[config.mk]
export PLATFORM = sky130hd
export DESIGN_NAME = io_ctrl
export DESIGN_NICKNAME = d
export VERILOG_FILES = /design/src/rtl/io_ctrl_pkg.sv /design/src/rtl/io_tx_fifo.sv /design/src/rtl/io_ctrl.sv
export SDC_FILE = /design/constraint.sdc
export NUM_CORES = 1
export LEC_CHECK = 0
export CORE_MARGIN = 5
export CORE_UTILIZATION = 40
export DETAILED_ROUTE_END_ITERATION = 8
export DONT_BUFFER_PORTS = 1
export GPL_ROUTABILITY_DRIVEN = 0
export SYNTH_ARGS = -nofsm -noshare
export SYNTH_HDL_FRONTEND = slang
export SYNTH_SLANG_ARGS = --single-unit
[constraint.sdc]
create_clock -name clk -period 4.1 [get_ports clk]
set_input_delay 0.41 -clock clk [delete_from_list [all_inputs] [get_ports clk]]
set_output_delay 0.41 -clock clk [all_outputs]
set_load 0.05 [all_outputs]
[src/rtl/io_ctrl_pkg.sv]
// Shared constants for the memory-mapped IO controller: word-select bit
// indices, status bit positions and the compare reset value.
package io_ctrl_pkg;

   localparam int IO_LEDS      = 0;
   localparam int IO_UART_DATA = 1;
   localparam int IO_UART_STAT = 2;
   localparam int IO_TIMER     = 3;
   localparam int IO_TIMER_CMP = 4;

   localparam int ST_BUSY   = 9;
   localparam int ST_PEND   = 10;
   localparam int ST_OVF    = 11;
   localparam int ST_TMATCH = 12;

   localparam logic [31:0] CMP_RESET = 32'hFFFF_FFFF;

endpackage

[src/rtl/io_tx_fifo.sv]
// Circular TX byte buffer. Pushes while full and pops while empty are ignored;
// a push and a pop in the same cycle advance both pointers and keep the count.
module io_tx_fifo #(
   parameter int DEPTH = 4,
   parameter int WIDTH = 8
) (
   input  logic                     clk,
   input  logic                     resetn,
   input  logic                     push,
   input  logic [WIDTH-1:0]         push_data,
   input  logic                     pop,
   output logic [WIDTH-1:0]         head,
   output logic                     empty,
   output logic                     full,
   output logic [$clog2(DEPTH):0]   count
);

   localparam int AW = $clog2(DEPTH);
   localparam logic [AW:0] FULL_CNT = (AW + 1)'(DEPTH);

   logic [WIDTH-1:0] mem [DEPTH];
   logic [AW-1:0]    wr_ptr;
   logic [AW-1:0]    rd_ptr;
   logic             do_push;
   logic             do_pop;

   assign empty   = (count == '0);
   assign full    = (count == FULL_CNT);
   assign do_push = push & ~full;
   assign do_pop  = pop & ~empty;
   assign head    = mem[rd_ptr];

   always_ff @(posedge clk) begin
      if (!resetn) begin
         wr_ptr <= '0;
         rd_ptr <= '0;
         count  <= '0;
      end else begin
         if (do_push) wr_ptr <= wr_ptr + 1'b1;
         if (do_pop)  rd_ptr <= rd_ptr + 1'b1;
         case ({do_push, do_pop})
            2'b10:   count <= count + 1'b1;
            2'b01:   count <= count - 1'b1;
            default: count <= count;
         endcase
      end
   end

   // Storage needs no reset: a zero count makes stale entries unreachable.
   always_ff @(posedge clk) begin
      if (do_push) mem[wr_ptr] <= push_data;
   end

endmodule

[src/rtl/io_ctrl.sv]
// IO controller on the core's memory port: one-hot word decode, LED register,
// buffered UART transmit, free-running timer with sticky compare flag.
module io_ctrl
   import io_ctrl_pkg::*;
#(
   parameter int DEPTH = 4,
   parameter int LED_W = 6
) (
   input  logic             clk,
   input  logic             resetn,
   input  logic [31:0]      io_addr,
   input  logic [31:0]      io_wdata,
   input  logic             io_wr,
   output logic [31:0]      io_rdata,
   output logic [LED_W-1:0] leds,
   output logic [7:0]       uart_data,
   output logic             uart_valid,
   input  logic             uart_ready,
   output logic             timer_irq
);

   logic [13:0]              wa;
   logic                     wr_leds, wr_udata, wr_stat, wr_timer, wr_cmp;
   logic                     fifo_empty, fifo_full;
   logic [$clog2(DEPTH):0]   fifo_count;
   logic                     ovf, tmatch;
   logic [31:0]              timer, cmp;
   logic [31:0]              status;
   logic                     unused_ok;

   assign wa       = io_addr[15:2];
   assign wr_leds  = io_wr & wa[IO_LEDS];
   assign wr_udata = io_wr & wa[IO_UART_DATA];
   assign wr_stat  = io_wr & wa[IO_UART_STAT];
   assign wr_timer = io_wr & wa[IO_TIMER];
   assign wr_cmp   = io_wr & wa[IO_TIMER_CMP];

   // Handshake: a byte leaves on every edge where uart_valid and uart_ready
   // are both high; until then uart_data holds the FIFO head unchanged.
   assign uart_valid = ~fifo_empty;
   assign timer_irq  = tmatch;

   io_tx_fifo #(.DEPTH(DEPTH), .WIDTH(8)) u_fifo (
      .clk       (clk),
      .resetn    (resetn),
      .push      (wr_udata),
      .push_data (io_wdata[7:0]),
      .pop       (uart_valid & uart_ready),
      .head      (uart_data),
      .empty     (fifo_empty),
      .full      (fifo_full),
      .count     (fifo_count)
   );

   always_ff @(posedge clk) begin
      if (!resetn) begin
         leds   <= '0;
         ovf    <= 1'b0;
         tmatch <= 1'b0;
         timer  <= '0;
         cmp    <= CMP_RESET;
      end else begin
         if (wr_leds) leds <= io_wdata[LED_W-1:0];
         // A dropped push outranks a simultaneous status-write clear.
         if (wr_udata && fifo_full) ovf <= 1'b1;
         else if (wr_stat)          ovf <= 1'b0;
         timer <= wr_timer ? io_wdata : timer + 32'd1;
         if (wr_cmp) cmp <= io_wdata;
         if (timer == cmp)  tmatch <= 1'b1;
         else if (wr_cmp)   tmatch <= 1'b0;
      end
   end

   always_comb begin
      status            = '0;
      status[ST_BUSY]   = fifo_full;
      status[ST_PEND]   = ~fifo_empty;
      status[ST_OVF]    = ovf;
      status[ST_TMATCH] = tmatch;
   end

   always_comb begin
      io_rdata = '0;
      if (wa[IO_LEDS])      io_rdata = io_rdata | 32'(leds);
      if (wa[IO_UART_STAT]) io_rdata = io_rdata | status;
      if (wa[IO_TIMER])     io_rdata = io_rdata | timer;
      if (wa[IO_TIMER_CMP]) io_rdata = io_rdata | cmp;
   end

   assign unused_ok = ^{io_addr[31:16], io_addr[1:0], wa[13:5], fifo_count};

endmodule

==> results of run 1 <==
==> through the flow <==
stage | utilization | setup WS [ns] | std cells | cell area [um2]
2_1_floorplan | - | 1.84 | 561 | 5440
3_3_place_gp | 0.414 | 1.65 | 694 | 5500
3_5_place_dp | 0.414 | 1.58 | 694 | 5500
4_1_cts | 0.462 | 1.44 | 726 | 6140
5_1_grt | 0.462 | 1.42 | 726 | 6140
6_report | 0.462 | 1.48 | 726 | 6140
==> worst max path at each step <==
stage / endpoint / slack, ns / cells after the start
final: io_rdata[10] / 1.48 / 3
after CTS: io_rdata[10] / 1.44 / 3
after global routing: io_rdata[10] / 1.42 / 3
after floorplan: u_fifo.count[2] / 1.84 / 8
after global placement: u_fifo.count[2] / 1.65 / 8
after detailed placement: u_fifo.count[2] / 1.58 / 8
==> cells by family after synthesis <==
kind of cell	after synthesis	share of synthesized area
compound gates	97	0.127
mux	9	0.0350
xor+xnor	67	0.108
fa+ha+maj	7	0.0175
simple gates	204	0.191
buf+inv	64	0.0463
flops	113	0.475
==> final cells by class <==
cell class / instances / area (um2) / share of cell area
Clock buffer: 18 / 439 / 0.0715
Sequential cell: 113 / 2580 / 0.421
Timing Repair Buffer: 3 / 22.5 / 0.00367
Multi-Input combinational cell: 384 / 2610 / 0.424
Tap cell: 176 / 220 / 0.0359
Inverter: 18 / 67.6 / 0.0110
Clock inverter: 14 / 204 / 0.0332
==> state kept, by name, summed over array words and instances, names as in the netlist, named ones only <==
register and count:
cmp 32, timer 32, u_fifo.mem 32, leds 6
u_fifo.count 3, u_fifo.rd_ptr 2, u_fifo.wr_ptr 2, ovf 1
timer_irq 1
==> cell usage in the layout (no fill, tap or decap), types with 3 or more instances in the layout <==
cell	count
a21boi_0	8
a21oi_1	22
a222oi_1	10
a22o_1	22
and2_1	12
and3_1	6
and4_1	3
buf_4	3
bufinv_16	4
clkbuf_16	17
clkinv_4	4
clkinvlp_4	3
dfxtp_1	81
edfxtp_1	32
ha_1	6
inv_1	18
inv_6	3
mux4_2	8
nand2_1	93
nand3_1	52
nand4_1	15
nand4_2	3
nor2_1	3
nor2b_1	3
o211a_1	9
o21ai_0	24
xnor2_1	42
xor2_1	25
==> layer usage <==
metal  vias up  global-route usage
met5         -                   0
met2       156               0.290
met1      1920               0.211
li1       1942                   -
met4         0              0.0726
met3        20              0.0664
==> report_power, final <==
part           internal, W  switching (W)  total (W)
registers          0.00123       0.000114    0.00135
clock network      0.00104       0.000540    0.00158
logic             0.000197       0.000428   0.000625
total              0.00247        0.00108    0.00355
==> worst max-delay path, delay by kind of cell, from the launching register on <==
family	cells	cell delay (ns)
simple gates	1	0.67
compound gates	1	0.48
flops	1	0.33
buf+inv	1	0.32
==> metrics.md, run 1 <==
| Metric | Value |
|---|---|
| Status | finished, final reports clean |
| Final period util | 0.640 |
| TritonCTS clock tree | built |
| Routed wire length | 14.0 mm |
| Worst hold endpoint | cmp[0] |
| Peak supply drop | 285 uV |
| Mapped Cells | 561 |
| Site Rows | 42 |
| Top_reg_cell synth | dfxtp_1 |
| Worst hold slack | 0.0909 ns |
| Vias in the first global route | 4,050 |
| Startpoint types | flip-flop |
| R2R Setup Slk | 1.57 ns |
| Area delta synth->final | 13.0% |
| Worst R2R Path Depth | 8 |
| Port bufs | 0 |
| Slew @ Worst Pin | 0.637 ns |
| M1 wire length | 5.81 mm |
| Core Footprint | 13,300 um2 |
| Netlist cell types | 38 |
| Mapped Area | 5440 um2 |
| Hold crit path type | in2reg |
| Area contributors post-synth | dfxtp_1 30%, edfxtp_1 18%, xnor2_1 6.8%, nand2_1 6.5%, nand3_1 4.8% |
| Worst setup path startpoint | u_fifo.count[0] |
| CP Cell Sequence | or3_1 > a222oi_1 > inv_1 |
| Quantity of hold-fixing buffers added after cts | 0 |
| Clock-pin slew on the worst setup and hold paths | 0.06 ns |
| CP Max Fanout | 3 |
| # fillers | 1,221 |
| Worst path required time | 3.69 ns |
| Detailed Routing Iterations Pass 1 | 5 |
| Via density | 5.56 |
| CTS sink cnt | 113 |
| Average routed wire per standard cell | 19.3 um |
| Critical path's largest stage delay | 0.67 ns |
| Slew margin rel. | 0.575 |
| Pwr Total | 0.00355 W |
| Clk root buf | clkbuf_16 |
| CP endpoint kind | primary output |
| Grt ovf | 0 |
| Number of synthesized flops with an enable pin | 32 |
| Ys Warns | 0 |
| RR Startpoint | u_fifo.count[0] |
| DRT iter0 DRCs | 348 |
| Fraction of layout cells with a size suffix above 1 | 0.0964 |
| Async SR Flop Fraction | 0 |
| Max cap viols | 0 |
| Setup TNS after final layout | 0 ns |
| Post-synth top area share | 0.298 |
| Power Density | 579 nW/um2 |
| Largest net degree at the start of global routing | 81 |
| IO Count | 116 |
| Post-CTS Setup Inserts | 0 |
| Die W | 127 um |
| Die area | 16,000 um2 |
| Die Ht | 127 um |
| Fin crit period | 2.62 ns |
| Kind of critical path | reg2out |
| Final HPWL DP | 9.73 mm |
| Initial core utilization | 0.409 |
| Ant. Diodes | 0 |
| Clock latency on the worst-skew pair | 0.41 ns |
| Antenna Nets Post-Route | 0 |
| Hold Path Stages | 1 |
| Routed wl met2 | 6.69 mm |
| CP arrival | 2.21 ns |
| First-pass GRT wire length | 22.2 mm |
| DR WL met3 | 1.21 mm |
| R2R Path End | u_fifo.count[2] |
| Syn_area_per_cell | 9.69 um2 |
| Tot GR Track Use | 0.177 |
| Leakage | 2.34 nW |
| Post-CTS Resized | 0 |
| Initial antenna violation count | 0 |
| Total CTS buffers | 17 |
| # nets final | 612 |
| Max Used Layer | met4 |
| # DRC | 0 |
| Seq/Total Area, Yosys | 0.475 |
| Total number of vias | 4,038 |
| Max Clock Skew | 0.00910 ns |
| # H-tree levels | 4 |
| Worst hold start | resetn |
| Yosys top cell by area | dfxtp_1 |
| Number of hold violations in the final report | 0 |
| #FFs+latches synth | 113 |
| List of most frequent post-synthesis cells | 94 x nand2_1, 81 x dfxtp_1, 52 x nand3_1, 42 x xnor2_1, 35 x clkbuf_1 |
| Most numerous cell in the Yosys netlist | nand2_1 |
| Final Slew Violations | 0 |
| RSZ-0062 raised after global routing | no |
| Syn nets | 636 |
| CTS max path bufs | 2 |
| Final Setup Violations | 0 |
| Fmax | 0.381 GHz |
| CP max stage cell | or3_1 |
Power figures use the tool's default switching activity.
==> inputs of run 2 (changes only) <==
==> constraint.sdc (replaced) <==
create_clock -name clk -period 2.3 [get_ports clk]
set_input_delay 0.23 -clock clk [delete_from_list [all_inputs] [get_ports clk]]
set_output_delay 0.23 -clock clk [all_outputs]
set_load 0.05 [all_outputs]
==> run 2 against run 1 <==
Register-to-register slack worse by 1.4 ns. Die area unchanged. Non-clock buffer count up 51. Critical path depth up 1. Utilization up 3.3 points. Global-route usage up 1.4 points. Worst hold slack worse by 0.077 ns. First-iteration DRC count down 7.2%. Combinational power up 110%. Total power up 76%. Via count up 6.1%. Critical endpoint unchanged. Largest cell class unchanged.
==> metrics.md, run 2 (synthesized netlist as in run 1, its figures left out) <==
| Metric | Value |
|---|---|
| # H-tree levels | 4 (unchanged) |
| Placed Area | 5620 um2 (+2.1%) |
| Quantity of hold-fixing buffers added after cts | 37 (+37) |
| Area delta synth->final | 21.0% |
| Fraction of layout cells with a size suffix above 1 | 0.105 (+0.00846) |
| Worst setup path startpoint | u_fifo.count[0] |
| CP arrival | 2.00 ns (-0.21 ns) |
| Final HPWL DP | 10.0 mm (+3.1%) |
| # DRC | 0 (unchanged) |
| Slew margin rel. | 0.499 (-0.0761) |
| Routed wire length | 15.0 mm (+6.7%) |
| Fin crit period | 2.23 ns |
| Largest regs | cmp (32), timer (32), u_fifo.mem (32) |
| Number of hold violations in the final report | 0 (unchanged) |
| Clock latency on the worst-skew pair | 0.41 ns (about the same) |
| Tot GR Track Use | 0.191 (+0.0136) |
| RSZ-0062 raised after global routing | no |
| IO Count | 116 (unchanged) |
| Antenna Nets Post-Route | 0 (unchanged) |
| Worst R2R Path Depth | 10 (+2) |
| Ant. Diodes | 0 (unchanged) |
| Total CTS buffers | 17 (unchanged) |
| Slew @ Worst Pin | 0.749 ns (+0.112 ns) |
| Detailed Routing Iterations Pass 1 | 6 (+1) |
| Startpoint types | flip-flop |
| Finished Core Util | 0.495 (+0.0330) |
| Pwr Total | 0.00624 W (+76%) |
| Post-CTS Setup Inserts | 0 (unchanged) |
| Leakage | 2.55 nW (+8.9%) |
| Initial antenna violation count | 0 (unchanged) |
| Total number of vias | 4,283 (+6.1%) |
| Site Rows | 42 (unchanged) |
| Clk root buf | clkbuf_16 |
| CP Max Fanout | 3 (unchanged) |
| Kind of critical path | reg2out |
| Final Slew Violations | 0 (unchanged) |
| Final period util | 0.968 |
| Vias in the first global route | 4,291 (+6.0%) |
| Peak supply drop | 724 uV (+150%) |
| Setup TNS after final layout | 0 ns (unchanged) |
| Grt ovf | 0 (unchanged) |
| Fmax | 0.449 GHz |
| Most common cell after layout, fill and taps aside | nand2_1 |
| Die area | 16,000 um2 (unchanged) |
| Most frequent cells in the layout | 93 x nand2_1, 81 x dfxtp_1, 52 x nand3_1 |
| Clock-pin slew on the worst setup and hold paths | 0.06 ns (about the same) |
| Max cap viols | 0 (unchanged) |
| Post-CTS Resized | 0 (unchanged) |
| Via density | 5.51 (-0.89%) |
| Initial core utilization | 0.409 (unchanged) |
| CTS max path bufs | 2 (unchanged) |
| Status | finished, final reports clean |
| CTS sink cnt | 113 (unchanged) |
| Worst hold start | io_wdata[26] |
| Port bufs | 0 (unchanged) |
| TritonCTS clock tree | built |
| Average routed wire per standard cell | 19.3 um (-0.26%) |
| Core Footprint | 13,300 um2 (unchanged) |
| Die W | 127 um (unchanged) |
| Hold crit path type | in2reg |
| R2R Setup Slk | 0.19 ns (-1.38 ns) |
| DRT iter0 DRCs | 323 (-7.2%) |
| Final Setup Violations | 0 (unchanged) |
| Hold Path Stages | 2 (+1) |
| Power Density | 949 nW/um2 (+64%) |
| Die Ht | 127 um (unchanged) |
| # fillers | 1,222 (+0.082%) |
| Largest net degree at the start of global routing | 81 (unchanged) |
| Sequential cell area | 2580 um2 (unchanged) |
| Final instance area | 6580 um2 (+7.2%) |
| Multi-input logic area | 2610 um2 (unchanged) |
| # nets final | 663 (+8.3%) |
| RR Startpoint | u_fifo.count[0] |
| First-pass GRT wire length | 24.1 mm (+8.7%) |
| Worst path required time | 2.07 ns (-1.62 ns) |
| Max Clock Skew | 0.00916 ns (+0.0000585 ns) |
| CP endpoint kind | primary output |
## run 2: path summary, 6_finish.rpt
kind	end
min reg2reg	cmp[13]
max reg2reg	u_fifo.count[2]
max	io_rdata[10]
min	timer[26]
## run 2: area by class of cell
| cell class | count | area share |
|---|---|---|
| Sequential cell | 113 | 0.392 |
| Tap cell | 176 | 0.0335 |
| Timing Repair Buffer | 54 | 0.0802 |
| Inverter | 18 | 0.0103 |
| Clock buffer | 18 | 0.0652 |
| Clock inverter | 14 | 0.0224 |
| Multi-Input combinational cell | 384 | 0.396 |
## run 2: through the flow
| step | setup WS [ns] | instances | hold WS [ns] |
|---|---|---|---|
| 2_1_floorplan | 0.0445 | 561 | 0.329 |
| 3_3_place_gp | 0.288 | 708 | 0.311 |
| 3_5_place_dp | 0.185 | 708 | 0.313 |
| 4_1_cts | 0.0453 | 777 | 0.000711 |
| 5_1_grt | 0.00656 | 777 | 0.0193 |
| 6_report | 0.0738 | 777 | 0.0137 |
## run 2: critical path: stages (launching register included)
cell	delay [ns]
dfxtp_1	0.32
or3_1	0.39
buf_4	0.21
a222oi_1	0.36
inv_1	0.30
## run 2: metal layers
layer	wire (um)	track usage
met5	0	0
met4	245	0.0625
met1	6180	0.231
met2	7420	0.324
met3	1150	0.0588
## run 2: where the power goes
part | leakage (nW) | internal [W] | switching (W)
combinational | 1.32 | 0.000434 | 0.000854
clock | 0.275 | 0.00167 | 0.000912
sequential | 0.959 | 0.00220 | 0.000170
total | 2.55 | 0.00431 | 0.00194
